**src/rtl/apb_arb_pkg.sv**
```systemverilog
// Shared types for the two-requester APB arbiter: FSM state encoding and
// requester index constants.
package apb_arb_pkg;

  typedef enum logic [1:0] {
    IDLE   = 2'd0,
    SETUP  = 2'd1,
    ACCESS = 2'd2
  } arb_state_t;

  localparam logic REQ_M0 = 1'b0;
  localparam logic REQ_M1 = 1'b1;

endpackage

```
**src/rtl/apb_arb_rr2.sv**
```systemverilog
// Two-way round-robin grant selection plus the last-grant flag.
// The flag resets to requester 1, so requester 0 wins the first tie.
module apb_arb_rr2
  import apb_arb_pkg::*;
(
  input  logic i_clock,
  input  logic i_reset,
  input  logic i_req0,
  input  logic i_req1,
  input  logic i_update,
  input  logic i_owner,
  output logic o_grant,
  output logic o_any
);

  logic r_last;

  always_ff @(posedge i_clock or posedge i_reset) begin
    if (i_reset) begin
      r_last <= REQ_M1;
    end else if (i_update) begin
      r_last <= i_owner;
    end
  end

  always_comb begin
    o_any = i_req0 | i_req1;
    if (i_req0 && i_req1) begin
      o_grant = ~r_last;
    end else if (i_req1) begin
      o_grant = REQ_M1;
    end else begin
      o_grant = REQ_M0;
    end
  end

endmodule

```
**src/rtl/apb_arbiter2.sv**
```systemverilog
// Two-requester APB arbiter driving one shared completer port.
// Define APB_ARB_TIMEOUT_EN to add the ACCESS-phase watchdog (TIMEOUT_CYC).
module apb_arbiter2
  import apb_arb_pkg::*;
#(
  parameter logic [31:0] TIMEOUT_CYC = 32'd1024
) (
  input  logic        clock,
  input  logic        reset,
  input  logic        m0_psel,
  input  logic        m0_penable,
  input  logic        m0_pwrite,
  input  logic [31:0] m0_paddr,
  input  logic [2:0]  m0_pprot,
  input  logic [31:0] m0_pwdata,
  input  logic [3:0]  m0_pstrb,
  output logic        m0_pready,
  output logic [31:0] m0_prdata,
  output logic        m0_pslverr,
  input  logic        m1_psel,
  input  logic        m1_penable,
  input  logic        m1_pwrite,
  input  logic [31:0] m1_paddr,
  input  logic [2:0]  m1_pprot,
  input  logic [31:0] m1_pwdata,
  input  logic [3:0]  m1_pstrb,
  output logic        m1_pready,
  output logic [31:0] m1_prdata,
  output logic        m1_pslverr,
  output logic        out_psel,
  output logic        out_penable,
  output logic        out_pwrite,
  output logic [31:0] out_paddr,
  output logic [2:0]  out_pprot,
  output logic [31:0] out_pwdata,
  output logic [3:0]  out_pstrb,
  input  logic        out_pready,
  input  logic [31:0] out_prdata,
  input  logic        out_pslverr
);

  arb_state_t  r_state;
  arb_state_t  w_state_next;
  logic        r_grant;
  logic        w_grant;
  logic        w_any;
  logic        w_access;
  logic        w_done;
  logic        w_timeout;
  logic [1:0]  w_req_sel;
  logic [1:0]  w_rsp_ready;
  logic [1:0]  w_rsp_err;
  logic [31:0] w_rsp_data [2];

  // Requester penables carry no information the arbiter needs.
  logic w_unused;
  assign w_unused = &{1'b0, m0_penable, m1_penable};

  apb_arb_rr2 u_rr2 (
    .i_clock  (clock),
    .i_reset  (reset),
    .i_req0   (m0_psel),
    .i_req1   (m1_psel),
    .i_update (w_done),
    .i_owner  (r_grant),
    .o_grant  (w_grant),
    .o_any    (w_any)
  );

  assign w_access = (r_state == ACCESS);
  assign w_done   = w_access && (out_pready || w_timeout);

`ifdef APB_ARB_TIMEOUT_EN
  logic [31:0] r_cnt;

  always_ff @(posedge clock or posedge reset) begin
    if (reset) begin
      r_cnt <= 32'd0;
    end else if (r_state == IDLE && w_any) begin
      r_cnt <= 32'd0;
    end else if (w_access && !out_pready) begin
      r_cnt <= r_cnt + 32'd1;
    end
  end

  // Fires in the ACCESS cycle that would bring the count to TIMEOUT_CYC.
  assign w_timeout = w_access && !out_pready && ((r_cnt + 32'd1) >= TIMEOUT_CYC);
`else
  logic w_unused_cfg;
  assign w_unused_cfg = &{1'b0, TIMEOUT_CYC};
  assign w_timeout    = 1'b0;
`endif

  always_ff @(posedge clock or posedge reset) begin
    if (reset) begin
      r_state <= IDLE;
      r_grant <= REQ_M0;
    end else begin
      r_state <= w_state_next;
      if (r_state == IDLE && w_any) begin
        r_grant <= w_grant;
      end
    end
  end

  always_comb begin
    w_state_next = r_state;
    case (r_state)
      IDLE:    if (w_any) w_state_next = SETUP;
      SETUP:   w_state_next = ACCESS;
      ACCESS:  if (w_done) w_state_next = IDLE;
      default: w_state_next = IDLE;
    endcase
  end

  always_comb begin
    out_psel    = 1'b0;
    out_penable = 1'b0;
    out_pwrite  = 1'b0;
    out_paddr   = 32'd0;
    out_pprot   = 3'd0;
    out_pwdata  = 32'd0;
    out_pstrb   = 4'd0;
    if (r_state != IDLE) begin
      out_psel    = 1'b1;
      out_penable = w_access;
      if (r_grant == REQ_M1) begin
        out_pwrite = m1_pwrite;
        out_paddr  = m1_paddr;
        out_pprot  = m1_pprot;
        out_pwdata = m1_pwdata;
        out_pstrb  = m1_pstrb;
      end else begin
        out_pwrite = m0_pwrite;
        out_paddr  = m0_paddr;
        out_pprot  = m0_pprot;
        out_pwdata = m0_pwdata;
        out_pstrb  = m0_pstrb;
      end
    end
  end

  assign w_req_sel = {m1_psel, m0_psel};

  // A requester that dropped psel mid-transfer gets no response at all.
  for (genvar gi = 0; gi < 2; gi++) begin : g_rsp
    logic w_owner;
    assign w_owner         = w_access && (r_grant == 1'(gi)) && w_req_sel[gi];
    assign w_rsp_ready[gi] = w_owner && (out_pready || w_timeout);
    assign w_rsp_err[gi]   = w_owner && (w_timeout || out_pslverr);
    assign w_rsp_data[gi]  = (w_owner && !w_timeout) ? out_prdata : 32'd0;
  end

  assign m0_pready  = w_rsp_ready[0];
  assign m0_prdata  = w_rsp_data[0];
  assign m0_pslverr = w_rsp_err[0];
  assign m1_pready  = w_rsp_ready[1];
  assign m1_prdata  = w_rsp_data[1];
  assign m1_pslverr = w_rsp_err[1];

endmodule

```
**config.mk**
```make
export PLATFORM = sky130hd
export DESIGN_NAME = apb_arbiter2
export DESIGN_NICKNAME = d
export VERILOG_FILES = /design/src/rtl/apb_arb_pkg.sv /design/src/rtl/apb_arb_rr2.sv /design/src/rtl/apb_arbiter2.sv
export SDC_FILE = /design/constraint.sdc
export NUM_CORES = 1
export LEC_CHECK = 0
export BUFFER_PORTS_ARGS = -buffer_cell sky130_fd_sc_hd__buf_4
export CAP_MARGIN = 20
export CORE_AREA = 2 2 125 127
export DETAILED_ROUTE_END_ITERATION = 6
export DIE_AREA = 0 0 127 129
export MAX_ROUTING_LAYER = met4
export RECOVER_POWER = 25
export SKIP_LAST_GASP = 1
export SLEW_MARGIN = 20
export SYNTH_ARGS = -nofsm -noshare
export SYNTH_HDL_FRONTEND = slang
export SYNTH_SLANG_ARGS = --single-unit
```
**constraint.sdc**
```tcl
create_clock -name clock -period 3 [get_ports clock]
set_input_delay 0.6 -clock clock [delete_from_list [all_inputs] [get_ports clock]]
set_output_delay 0.6 -clock clock [all_outputs]
set_load 0.01 [all_outputs]
```
==> metrics.yaml <==
timing:
  tightest_slew_ps: 488
  fin_skew_ps: 2.31
  max_freq_ghz: 0.409
  hold_viol: 0
  setup_viol: 0
  rsz0062_at_grt: "false"
  finalCritPeriodShare_pct: 81.5
  slew_viol_final: 0
  slew_headroom_pct: 67.5
  tns_ps: 0
  post-route-min-period_ps: 2440
finish:
  fill_cells: 1682
  seqCellArea_um2: 105
  multiInputGateArea_um2: 1530
  diodes: 0
  drive_gt1_share_pct: 55.1
  final_util_pct: 29.0
  final_nets: 746
  synthToLayoutAreaGrowth_pct: 139
cts:
  h-tree-depth: 1
  cts_resized: 0
  clockRootBuffer: "clkbuf_16"
  cts.sinks: 4
  clk_pin_slew_ps: 30
  cts_buffers: 3
  cts_tree: "yes"
  clock_latency_ps: 230
  hold_buffers: 0
  postCtsSetupRepairBufs: 0
  clock_path_buffers: 2
drt:
  routed-via-count: 2823
  routed_wl_um: 9270
  drc: 0
  ant_nets: 0
  drt-wirelength-per-cell_um: 12.4
  avgViaCountPerCell: 3.77
  dr.first_iter.drc_count: 80
  drtPass1Iterations: 4
flow_run:
  max_cap_violations: 0
floorplanning:
  fp.dieW_um: 127
  initial_core_util_pct: 12.1
  rows: 45
  dieArea_um2: 16400
  io_pins: 326
  die_h_um: 129
  core_um2: 15000
yosys:
  synthesis.nets: 437
  avgSynthCellArea_um2: 7.19
  synth_top_area_share_pct: 40.2
  synthDistinctLibCells: 20
  synth_area_leader_cell: "mux2i_1"
  synth-seq-cells: 4
  syn_area_um2: 1820
  ys_seq_area_share_pct: 5.57
  synth_area_leaders: "mux2i_1, and2_1, nor2_1"
  yosysWarnings: 0
  syn_inst: 253
global_route:
  grt_max_degree: 58
  grt_pass1_vias: 2517
  grt_use_met3_pct: 1.29
  antenna_found_initial: 0
  grt_busiest_layer: "met2"
  grt_pass1_wl_um: 12700
  use_met1_pct: 10.7
  grt_overflow: 0
  track_usage_pct: 9.85
  grt_util_met2_pct: 19.0
min_path:
  hold_class: "in -> async"
setup_path:
  critPathRequiredTime_ps: 2400
  crit_arrival_ps: 1840
  worstSetupPathType: "reg -> out"
  startpoint_type: "register"
  end_kind: "output port"
  worstPathMaxFanout: 34
pwr:
  leakagePower_nw: 2.46
  ir_drop_v: 0.000359
  powerDensity_nw_per_um2: 670
place:
  gp_congestion: 0.789
  numPortBuffers: 323
  dp_hpwl_um: 7870
status:
  status: "completed"
-- report_power, final --
part / switching [W] / internal [W] / leakage (nW)
clock: 0.0000403 / 0.000176 / 0.0382
combinational: 0.00125 / 0.00126 / 2.38
sequential: 0.0000991 / 0.0000905 / 0.0462
-- layout by cell type, fill, tap and decap left out --
cell and count:
clkbuf_1 27, dfstp_2 1, dfrtp_4 1, mux2i_1 73, nor2b_1 1, and2_1 68
or3b_1 1, nand3b_1 1, nand2b_1 1, mux2_2 1, a22o_1 1, clkbuf_16 3
buf_4 296, and4bb_4 1, buf_12 3, and4b_2 1, nor2_4 1, dfrtp_1 2
nor2_1 74, inv_1 2, a21boi_0 1, clkbuf_4 1
-- final timing paths --
| check | start | end | slack, ps | cells after the start |
|---|---|---|---|---|
| max in group asynchronous | reset | u_rr2.r_last | 2510 | 2 |
| min | reset | r_grant | 260 | 2 |
| min in group clock | m1_psel | r_state[0] | 620 | 3 |
| max reg2reg | r_grant | r_grant | 1680 | 2 |
| min reg2reg | u_rr2.r_last | u_rr2.r_last | 620 | 1 |
| max | r_grant | m1_prdata[3] | 560 | 3 |
-- area by class of cell --
cell class	count	area share (%)
Timing Repair Buffer	326	55.0
Multi-Input combinational cell	225	35.2
Tap cell	188	5.42
Inverter	2	0.173
Sequential cell	4	2.42
Clock buffer	4	1.82
-- state kept, by name, summed over array words and instances, names as in the netlist --
name	flops
r_grant	1
r_state	2
u_rr2.r_last	1
-- worst max-delay path: stages (launching register included) --
cell,delay [ps]
dfrtp_4,640
and4b_2,630
and2_1,210
buf_4,120
-- through the flow --
step	hold slack, ps	setup slack [ps]	std cells	power, W	instance area, µm²
after floorplan	365	1250	253	0.00163	1820
after global routing	281	405	749	0.00312	4340
after detailed placement	498	802	745	0.00288	4360
final	259	556	749	0.00291	4340
after CTS	261	561	749	0.00310	4440
after global placement	495	778	745	0.00289	4360
-- logic make-up after synthesis --
| family | count (synthesis) | synth area share (%) |
|---|---|---|
| compound gates | 2 | 0.894 |
| mux | 74 | 40.8 |
| simple gates | 149 | 42.1 |
| flops | 4 | 5.57 |
| buf+inv | 24 | 10.7 |
-- cell usage after synthesis (all sizes together) --
| cell | n |
|---|---|
| a22o | 1 |
| nor2b | 1 |
| mux2i | 73 |
| and4bb | 1 |
| inv | 2 |
| nand2b | 1 |
| clkbuf | 1 |
| or3b | 1 |
| dfrtp | 3 |
| mux2 | 1 |
| and4b | 1 |
| nor2 | 75 |
| dfstp | 1 |
| and2 | 68 |
| buf | 21 |
| nand3b | 1 |
| a21boi | 1 |
-- layer usage --
| layer | part of all wire [%] | routed length, µm |
|---|---|---|
| met3 | 10 | 925 |
| met4 | 0.66 | 61 |
| met5 | 0 | 0 |
| met1 | 36 | 3350 |
| met2 | 53 | 4930 |
(Power assumes the default switching activity.)
